File: src/rtl/serial_add_ctrl_pkg.sv
// Shared types and defaults for the bit-serial add sequencer.
package serial_add_pkg;

  localparam int unsigned DEFAULT_WIDTH = 8;

  typedef enum logic [1:0] {
    ST_IDLE = 2'd0,
    ST_RUN  = 2'd1,
    ST_DONE = 2'd2
  } state_e;

endpackage

File: src/rtl/serial_add_ctrl_fulladder.sv
// Gate-level one-bit full adder; the shared datapath cell of the serial adder.
module fulladder (
  input  logic a,
  input  logic b,
  input  logic cin,
  output logic sum,
  output logic cout
);

  logic ab_x;
  logic ab_a;
  logic c_a;

  assign ab_x = a ^ b;
  assign sum  = ab_x ^ cin;
  assign ab_a = a & b;
  assign c_a  = ab_x & cin;
  assign cout = ab_a | c_a;

endmodule

File: src/rtl/serial_add_ctrl.sv
// Bit-serial add sequencer: one full-adder cell, LSB first, start/done handshake.
// Optional SERIAL_ADD_SUB_EN adds a 'sub' port for a - b.
module serial_add_ctrl
  import serial_add_pkg::*;
#(
  parameter int unsigned WIDTH = DEFAULT_WIDTH,
  parameter int unsigned CNT_W = $clog2(WIDTH) + 1
) (
  input  logic             clk,
  input  logic             rst,
  input  logic             start,
  input  logic [WIDTH-1:0] a,
  input  logic [WIDTH-1:0] b,
  input  logic             cin,
`ifdef SERIAL_ADD_SUB_EN
  input  logic             sub,
`endif
  output logic             ready,
  output logic             busy,
  output logic             done,
  output logic [WIDTH-1:0] sum,
  output logic             cout
);

  state_e            state_q, state_d;
  logic [WIDTH-1:0]  a_sh_q, a_sh_d;
  logic [WIDTH-1:0]  b_sh_q, b_sh_d;
  logic [WIDTH-1:0]  sum_sh_q, sum_sh_d;
  logic              carry_q, carry_d;
  logic [CNT_W-1:0]  cnt_q, cnt_d;
  logic [WIDTH-1:0]  sum_q, sum_d;
  logic              cout_q, cout_d;

  logic              fa_sum;
  logic              fa_cout;

  fulladder u_fa (
    .a    (a_sh_q[0]),
    .b    (b_sh_q[0]),
    .cin  (carry_q),
    .sum  (fa_sum),
    .cout (fa_cout)
  );

  always_comb begin
    state_d  = state_q;
    a_sh_d   = a_sh_q;
    b_sh_d   = b_sh_q;
    sum_sh_d = sum_sh_q;
    carry_d  = carry_q;
    cnt_d    = cnt_q;
    sum_d    = sum_q;
    cout_d   = cout_q;

    case (state_q)
      ST_IDLE: begin
        if (start) begin
          a_sh_d = a;
`ifdef SERIAL_ADD_SUB_EN
          // Subtract as a + ~b + 1; cin is ignored in that mode.
          b_sh_d  = sub ? ~b : b;
          carry_d = sub ? 1'b1 : cin;
`else
          b_sh_d  = b;
          carry_d = cin;
`endif
          cnt_d   = '0;
          state_d = ST_RUN;
        end
      end
      ST_RUN: begin
        a_sh_d   = a_sh_q >> 1;
        b_sh_d   = b_sh_q >> 1;
        sum_sh_d = {fa_sum, sum_sh_q[WIDTH-1:1]};
        carry_d  = fa_cout;
        cnt_d    = cnt_q + CNT_W'(1);
        if (cnt_q == CNT_W'(WIDTH - 1)) begin
          sum_d   = {fa_sum, sum_sh_q[WIDTH-1:1]};
          cout_d  = fa_cout;
          state_d = ST_DONE;
        end
      end
      ST_DONE: begin
        state_d = ST_IDLE;
      end
      default: begin
        state_d = ST_IDLE;
      end
    endcase
  end

  always_ff @(posedge clk) begin
    if (rst) begin
      state_q  <= ST_IDLE;
      a_sh_q   <= '0;
      b_sh_q   <= '0;
      sum_sh_q <= '0;
      carry_q  <= 1'b0;
      cnt_q    <= '0;
      sum_q    <= '0;
      cout_q   <= 1'b0;
    end else begin
      state_q  <= state_d;
      a_sh_q   <= a_sh_d;
      b_sh_q   <= b_sh_d;
      sum_sh_q <= sum_sh_d;
      carry_q  <= carry_d;
      cnt_q    <= cnt_d;
      sum_q    <= sum_d;
      cout_q   <= cout_d;
    end
  end

  assign ready = (state_q == ST_IDLE);
  assign busy  = (state_q == ST_RUN);
  assign done  = (state_q == ST_DONE);
  assign sum   = sum_q;
  assign cout  = cout_q;

endmodule
File: config.mk
export PLATFORM = sky130hd
export DESIGN_NAME = serial_add_ctrl
export DESIGN_NICKNAME = d
export VERILOG_FILES = /design/src/rtl/serial_add_ctrl_pkg.sv /design/src/rtl/serial_add_ctrl_fulladder.sv /design/src/rtl/serial_add_ctrl.sv
export SDC_FILE = /design/constraint.sdc
export NUM_CORES = 1
export LEC_CHECK = 0
export ABC_AREA = 1
export CAP_MARGIN = 20
export CORE_MARGIN = 4
export CORE_UTILIZATION = 30
export DETAILED_ROUTE_END_ITERATION = 8
export SLEW_MARGIN = 20
export SYNTH_ARGS = -nofsm -noshare
export SYNTH_HDL_FRONTEND = slang
export SYNTH_SLANG_ARGS = --single-unit
File: constraint.sdc
create_clock -name clk -period 1.6 [get_ports clk]
set_clock_uncertainty 0.15 [all_clocks]
set_input_delay 0.24 -clock clk [delete_from_list [all_inputs] [get_ports clk]]
set_output_delay 0.24 -clock clk [all_outputs]
set_load 0.02 [all_outputs]
# Yosys cells after proc, flatten, opt, wreduce, memory -nomap -nowiden
# Cells that the tools add are included.
# totals
register_bits,40
word_cells,35
# op_classes
addsub,1
n_eq_ne,5
n_mux,11
n_bitwise,5
n_reduce_logical,5
# op_table
op,count
8-bit case mux with 2 select lines,2
8-bit 2-to-1 mux,2
4-bit case mux with 2 select lines,1
2-bit AND reduction,3
4-bit by 1-bit adder with 4-bit output (second input constant),1
4-bit by 3-bit equality test with 1-bit output (second input constant),1
2-bit 2-to-1 mux,2
4-bit 2-to-1 mux,1
2-bit case mux with 2 select lines,1
1-bit bitwise AND,2
2-bit by 1-bit equality test with 1-bit output (second input constant),1
2-bit equality test (second input constant),1
2-bit zero test,1
2-bit by 1-bit != test with 1-bit output (second input constant),1
2-bit != test (second input constant),1
1-bit case mux with 2 select lines,1
2-bit nonzero test,1
1-bit XOR,2
1-bit 2-to-1 mux,1
1-bit OR,1

# Logic depth before layout (Yosys ltp)
# Gate-level depths: netlist of the first run.
# logic_depth
word_depth,4
mapped_depth,7

# Modules after synthesis
# Synthesis of the first run repeated with hierarchy kept, for this count alone.
# hier_totals
cells_unflattened,250
hier_area_um2,1716.6
# modules_own_cells
mod,n_inst,cells_each,area_per_inst_um2
serial_add_ctrl,1,249,1696.6
fulladder,1,1,20.0

# Least setup slack after synthesis of the first run
# OpenSTA, ideal clock, no wires.
# synth_path
path_type,register to register
startpoint,register carry_q
endpoint,"register sum_q[7], in the netlist sum[7]"
t_arrival_ns,1.042
required_time_ns,1.334
setup_slack_ns,0.292
stages_incl_launch_ff,6
path_buffers,0
synth_period_minus_slack_ns,1.308
path_cell_list,dfxtp_1 fa_1 inv_1 nand2_1 o21ai_0 nor2_1
# synth_between
elab_chain_len,1
# synth_lines
item,line_no,rtl
start: declaration,serial_add_ctrl.sv:29,"logic carry_q, carry_d;"
start signal: assignment,serial_add_ctrl.sv:107,carry_q <= carry_d;
1-bit XOR,serial_add_ctrl_fulladder.sv:15,assign sum = ab_x ^ cin;
via fa_sum,serial_add_ctrl.sv:34,logic fa_sum;
end signal: assignment,serial_add_ctrl.sv:109,sum_q <= sum_d;
end: declaration,serial_add_ctrl.sv:31,"logic [WIDTH-1:0] sum_q, sum_d;"
# The timed path passes the listed nets, and every way through them passes these cells.
# A chain may end at the register's enable or synchronous reset.

# Worst setup path after layout of the first run
# layout_path
startpoint,register state_q[0]
endpoint,output ready
# layout_between
elab_chain_len,1
# layout_lines
item,line_no,rtl
start: declaration,serial_add_ctrl.sv:25,"state_e state_q, state_d;"
start signal: assignment,serial_add_ctrl.sv:103,state_q <= state_d;
2-bit zero test,serial_add_ctrl.sv:114,assign ready = (state_q == ST_IDLE);
end: declaration,serial_add_ctrl.sv:18,"output logic ready,"
# Every way passes these cells.

==> impl_metrics.tcl, run 1 <==
set metrics [dict create \
    outcome "finished, final reports clean" \
    worst-r2r-setup-slack_ns 0.13 \
    syn_nets 266 \
    cts_setup_buffers 0 \
    cts_hold_buffers 0 \
    post-route-drc-count 0 \
    grt_usage_pct 11.41 \
    yosys_register_bits 39 \
    pre_cts_ws_ns 0.02046 \
    setup_tns_ns 0 \
    fin_crit_sh_pct 94.99 \
    layout_common_cells "60 x nand2_1, 41 x nor2_1, 38 x nand3_1, 38 x dfxtp_1, 22 x inv_1" \
    avgSynthCellArea_um2 7.153 \
    rsz0062_at_grt "false" \
    seq_power_share_pct 52.7 \
    portBuffers 31 \
    drv_cap 0 \
    p_int_mw 1.446 \
    drtPass1Iterations 4 \
    grt_first_pass_wirelength_um 6603 \
    grt_overflow 0 \
    cp.arrival_ns 1.13 \
    core_um2 5574 \
    mostFrequentLayoutCell "nand2_1" \
    clockRootBuffer "clkbuf_8" \
    drive_gt1_share_pct 10.99 \
    p_clk_share_pct 32.9 \
    grt_max_degree 28 \
    worstSetupStartpointType "flip-flop" \
    hold_class "reg2reg" \
    dieArea_um2 7102 \
    min_from "sum_sh_q[5]$_SDFFE_PP0P_" \
    setup_viol 0 \
    leakagePower_nw 1.052 \
    netlist_area_um2 1745 \
    area_growth_pct 27.10 \
    hold_viol_final 0 \
    cts_buffers 5 \
    cellPowerDensity_nw_per_um2 894.4 \
    nNetsFinal 303 \
    die_w_um 84.28 \
    crit_required_ns 1.21 \
    tightest_slew_ns 0.2244 \
    synth_cell_types 21 \
    drtIter0Drc 46 \
    post-dp-hpwl_um 2692 \
    via_per_inst 4.446 \
    antenna_cells 0 \
    slew-limit-headroom_pct 84.99 \
    insertion_delay_ns 0.29 \
    antenna_found_initial 0 \
    whs_path_depth 2 \
    r2r-end "b_sh_q[2]$_SDFFE_PP0P_" \
    wl_met1_um 1863 \
    clock_path_buffers 2 \
    endpoint_kind "primary output" \
    ioPinCount 32 \
    clock-sinks 39 \
    swShare_pct 27.12 \
    reg2reg_depth 8 \
    wirelength_um 3796 \
    row_count 27 \
    min_to "sum_sh_q[5]$_SDFFE_PP0P_" \
    vdd_drop_max_v 0.0002806 \
    gp_congestion 0.7796 \
    period_needed_ns 1.520 \
    fillers 606 \
    dr_total_vias 1574 \
    syn_inst 244 \
    wl_met3_um 221 \
    dieHeight_um 84.28 \
    grt_pass1_vias 1501 \
    slew_viol_final 0 \
    rr_startpoint "state_q[1]$_SDFFE_PP0P_" \
    start_util_pct 31.31 \
    wl_per_cell_um 10.72 \
    slowest_stage "dfxtp_2" \
    finalWorstSetupSlack_ns 0.08018 \
    wl_met2_um 1649 \
    pwr-share-comb_pct 14.4 \
    yosysWarnings 0 \
    ant_nets 0 \
    dp_cells 346 \
    fin_cells 354 \
    cts_htree_levels 2 \
    path_max_fanout 4 \
    max_freq_mhz 658.0 \
    clk_pin_slew_ns 0.08 \
    power_switching_uw 538.1 \
    worstSetupPathType "reg2out" \
    worst_path_largest_cell_delay_ns 0.35 \
    top_layer "met4" \
    path_cells "nor2_2 -> clkdlybuf4s15_1" \
    ys_seq_area_share_pct 44.73 \
    cts_tree "built" \
]
==> worst max-delay path: cells and delay by family, from the launching register on <==
| family | cells | cell delay, ns |
|---|---|---|
| flip-flops | 1 | 0.35 |
| buffers and inverters | 1 | 0.33 |
| AND/OR/NAND/NOR | 1 | 0.15 |
==> power groups by stage <==
stage | Sequential, mW | Combinational [mW] | Clock [mW]
final | 1.05 | 0.285 | 0.653
after global routing | 1.05 | 0.327 | 0.714
after CTS | 1.05 | 0.288 | 0.675
after detailed placement | 1.07 | 0.289 | 0
after global placement | 1.07 | 0.286 | 0
after floorplan | 1.06 | 0.192 | 0
==> timing repair <==
action,4_1_cts,5_1_grt
cloned,0,0
resized for setup,15,7
setup endpoints to repair,12,17
==> logic make-up (layout without fill, tap and decap cells) <==
logic type / Yosys count / in the layout / share of synthesized area [%]
AND/OR/NAND/NOR: 148 / 148 / 36.63
buffers and inverters: 36 / 74 / 11.04
adder cells (fa/ha/maj): 2 / 2 / 1.864
AO/OA/AOI/OAI: 19 / 19 / 5.734
flip-flops: 39 / 39 / 44.73
==> routing by layer <==
layer | vias to the layer above | GRT usage (%)
met5 | - | 0
met4 | 0 | 4.532
met3 | 7 | 4.122
met2 | 34 | 17.93
met1 | 697 | 14.19
li1 | 836 | -
==> state kept, by name, indices dropped and copies added (netlist names) <==
register,flops
a_sh_q,8
b_sh_q,8
carry_q,1
cnt_q,4
cout,1
state_q,2
sum,8
sum_sh_q,7
==> area by class of cell <==
| cell class | instances | area [um2] | share of cell area [%] |
|---|---|---|---|
| clock inverters | 3 | 15.01 | 0.6768 |
| clock buffers | 5 | 68.82 | 3.102 |
| repair buffers | 40 | 385.4 | 17.37 |
| multi-input cells | 169 | 779.5 | 35.14 |
| well taps | 72 | 90.09 | 4.061 |
| flip-flops and latches | 39 | 782.0 | 35.25 |
| inverters | 26 | 97.59 | 4.399 |
==> how the worst max path moves through the flow <==
| stage | from | to | slack, ns | depth (start not counted) |
|---|---|---|---|---|
| final | state_q[0]$_SDFFE_PP0P_ | ready | 0.08 | 2 |
| after global routing | state_q[1]$_SDFFE_PP0P_ | b_sh_q[2]$_SDFFE_PP0P_ | 0.005 | 8 |
| after CTS | state_q[1]$_SDFFE_PP0P_ | done | 0.008 | 3 |
| after detailed placement | state_q[0]$_SDFFE_PP0P_ | busy | 0.02 | 3 |
| after global placement | state_q[1]$_SDFFE_PP0P_ | done | 0.01 | 3 |
| after floorplan | carry_q$_SDFFE_PP0P_ | sum[7]$_SDFFE_PP0P_ | 0.29 | 5 |
==> synthesized netlist by cell type (all sizes together) <==
library cell,n,area [um2]
a21oi,9,45.04
buf,9,91.34
clkbuf,1,3.750
clkinv,1,3.750
dfxtp,39,780.8
fa,1,20.02
ha,1,12.51
inv,25,93.84
nand2,64,255.3
nand3,38,190.2
nand3b,1,7.510
nor2,45,186.4
o211a,1,10.01
o21ai,9,45.04
==> stage by stage <==
stage,utilization (%),hold WS (ns),total power [mW],area (um2)
global route,39.80,0.3204,2.093,2218
finish,39.80,0.3030,1.984,2218
detailed placement,38.45,0.2931,1.357,2143
CTS,39.75,0.3042,2.008,2216
global placement,38.45,0.2871,1.353,2143
floorplan,-,0.1591,1.254,1745
(Power assumes the default switching activity.)
==> run 2: changes to the inputs <==
--- a/config.mk
+++ b/config.mk
@@ -9,6 +9,7 @@
 export CAP_MARGIN = 20
 export CORE_MARGIN = 4
 export CORE_UTILIZATION = 30
+export CTS_BUF_LIST = sky130_fd_sc_hd__clkbuf_4 sky130_fd_sc_hd__clkbuf_8
 export DETAILED_ROUTE_END_ITERATION = 8
 export SLEW_MARGIN = 20
 export SYNTH_ARGS = -nofsm -noshare
==> results of run 2 <==
Same layout as run 1: the final DEF is identical, and so are final timing and power.
==> run 3: changes to the inputs <==
--- a/config.mk
+++ b/config.mk
@@ -5,7 +5,6 @@
 export SDC_FILE = /design/constraint.sdc
 export NUM_CORES = 1
 export LEC_CHECK = 0
-export ABC_AREA = 1
 export CAP_MARGIN = 20
 export CORE_MARGIN = 4
 export CORE_UTILIZATION = 30
@@ -14,4 +13,6 @@
 export SLEW_MARGIN = 20
 export SYNTH_ARGS = -nofsm -noshare
 export SYNTH_HDL_FRONTEND = slang
+export SYNTH_HIERARCHICAL = 1
 export SYNTH_SLANG_ARGS = --single-unit
+export TNS_END_PERCENT = 5
==> run 3 against run 2 <==
Compared with the run above: critical path type unchanged; register-to-register slack about the same; combinational power fell by 5%; critical path depth did not move.
==> impl_metrics.tcl, run 3 <==
set metrics [dict create \
    synth_top_area_share_pct 45.81 \
    vdd_drop_max_v 0.0003796 \
    period_needed_ns 1.515 \
    setup_viol 0 \
    cp.arrival_ns 1.13 \
    cts_tree "built" \
    slew-limit-headroom_pct 82.47 \
    dr_total_vias 1429 \
    worst-r2r-setup-slack_ns 0.12 \
    cts_setup_buffers 0 \
    nNetsFinal 250 \
    core_um2 5507 \
    placed_cell_area_um2 2132 \
    drtPass1Iterations 5 \
    drtIter0Drc 40 \
    slew_viol_final 0 \
    wirelength_um 3924 \
    ant_nets 0 \
    grt_first_pass_wirelength_um 6886 \
    pwr-share-comb_pct 13.4 \
    leakagePower_nw 0.8528 \
    area_growth_pct 29.88 \
    grt_overflow 0 \
    yosys.area.top_type "dfxtp_1" \
    seq_power_share_pct 51.6 \
    power_switching_uw 520.7 \
    ioPinCount 32 \
    portBuffers 31 \
    hold_class "reg2reg" \
    worstSetupPathType "reg2out" \
    wl_per_cell_um 13.04 \
    antenna_cells 0 \
    clock-sinks 39 \
    tightest_slew_ns 0.2630 \
    crit_path_start "state_q[1]$_SDFFE_PP0P_" \
    max_freq_mhz 659.9 \
    cellPowerDensity_nw_per_um2 914.8 \
    clockRootBuffer "clkbuf_8" \
    grt_max_degree 40 \
    pre_cts_ws_ns -0.04859 \
    yosys_register_bits 39 \
    avgSynthCellArea_um2 8.739 \
    path_max_fanout 6 \
    synth_edf_count 0 \
    antenna_found_initial 0 \
    ys_async_sr_fraction_pct 0 \
    yosys_most_used_dff "dfxtp_1" \
    synth_most_common_cell "dfxtp_1" \
    min_from "sum_sh_q[1]$_SDFFE_PP0P_" \
    worstSetupStartpointType "flip-flop" \
    die_w_um 83.37 \
    rr_startpoint "cnt_q[1]$_SDFFE_PP0P_" \
    cts_buffers 5 \
    mostFrequentLayoutCell "dfxtp_1" \
    endpoint_kind "primary output" \
    whs_path_depth 2 \
    grt_usage_pct 11.84 \
    crit_required_ns 1.21 \
    yosysWarnings 6 \
    swShare_pct 25.72 \
    via_per_inst 4.748 \
    outcome "finished, final reports clean" \
    r2r-end "sum[6]$_SDFFE_PP0P_" \
    clk_pin_slew_ns 0.08 \
    reg2reg_depth 5 \
    netlist_area_um2 1704 \
    dieArea_um2 6951 \
    dieHeight_um 83.37 \
    synth_cell_types 28 \
    synth.area.top_cells "dfxtp_1 46%, nor2_1 7.5%, a211oi_1 7.0%, o2bb2ai_1 6.2%, a21oi_1 5.0%" \
    grt_pass1_vias 1426 \
    ys_seq_area_share_pct 45.81 \
    syn_nets 217 \
    syn_inst 195 \
    clock_path_buffers 2 \
    start_util_pct 30.95 \
    insertion_delay_ns 0.29 \
    min_to "sum_sh_q[1]$_SDFFE_PP0P_" \
    rsz0062_at_grt "false" \
    stdcell_area_um2 2213 \
    cts_hold_buffers 0 \
    drv_cap 0 \
    p_int_mw 1.504 \
    layout_common_cells "37 x dfxtp_1, 34 x nor2_1, 19 x nand2_1, 19 x clkdlybuf4s50_1, 17 x a21oi_1" \
    postLayoutCoreUtil_pct 40.20 \
    gp_congestion 0.7426 \
    row_count 27 \
    drive_gt1_share_pct 12.23 \
    fin_crit_sh_pct 94.70 \
    cts_htree_levels 2 \
    hold_viol_final 0 \
    post-dp-hpwl_um 2703 \
    synth_common_cells "39 x dfxtp_1, 34 x nor2_1, 19 x nand2_1" \
    finalWorstSetupSlack_ns 0.08473 \
    fillers 572 \
    p_clk_share_pct 35.0 \
    post-route-drc-count 0 \
]
## run 3: cell count changes after synthesis, sizes merged, moves of 11 or more
| cell | before | now |
|---|---|---|
| nand3 | 38 | 11 |
| o2bb2ai | 0 | 12 |
| a211oi | 0 | 17 |
| inv | 25 | 3 |
| nor2 | 45 | 34 |
| nand2 | 64 | 19 |
## run 3: layout make-up
| class | instances | area [um2] | share of cell area [%] |
|---|---|---|---|
| Clock inverter | 2 | 13.76 | 0.6218 |
| Timing Repair Buffer | 44 | 427.9 | 19.33 |
| Clock buffer | 6 | 82.58 | 3.731 |
| Tap cell | 72 | 90.09 | 4.070 |
| Inverter | 3 | 11.26 | 0.5088 |
| Sequential cell | 39 | 783.3 | 35.39 |
| Multi-Input combinational cell | 135 | 804.5 | 36.35 |
## run 3: repair_timing
action / in CTS / in global routing
pin swaps: 0 / 0
resized for setup: 16 / 5
setup endpoints to repair: 12 / 14
## run 3: worst max-delay path, stage by stage, from the launching register on
cell             delay, ns
dfxtp_2               0.35
nor2_1                0.16
clkdlybuf4s15_1       0.33
## run 3: worst max-delay path by stage
| stage | endpoint | cells after the start |
|---|---|---|
| floorplan | sum[6]$_SDFFE_PP0P_ | 5 |
| global placement | done | 3 |
| detailed placement | a_sh_q[3]$_SDFFE_PP0P_ | 5 |
| CTS | done | 3 |
| global route | ready | 2 |
| finish | ready | 2 |
## run 3: cells by family after synthesis
logic type	Yosys count	share of synthesized area [%]
AO/OA/AOI/OAI	65	28.78
adder cells (fa/ha/maj)	2	1.909
buffers and inverters	21	6.975
flip-flops	39	45.82
AND/OR/NAND/NOR	68	16.52
## run 3: power groups by stage
stage	sequential, mW	clock (mW)	combinational, mW
finish	1.04	0.709	0.271
global route	1.05	0.782	0.304
CTS	1.04	0.735	0.273
detailed placement	1.07	0	0.275
global placement	1.07	0	0.272
floorplan	1.06	0	0.172
## run 3: metrics by stage
stage | setup TNS, ns | power (mW) | instances | hold slack (ns)
6_report | 0 | 2.025 | 301 | 0.3102
4_1_cts | 0 | 2.053 | 301 | 0.3131
3_5_place_dp | -0.2370 | 1.341 | 293 | 0.3000
3_3_place_gp | -0.007003 | 1.339 | 293 | 0.2979
5_1_grt | 0 | 2.138 | 301 | 0.3262
2_1_floorplan | 0 | 1.232 | 195 | 0.2622
## run 3: routing by layer
layer	vias to the layer above	GRT usage, %	part of all wire (%)
li1	757	-	-
met1	651	16.82	50
met2	17	18.08	47
met3	4	1.984	1.9
met4	0	4.012	1.1
met5	-	0	0
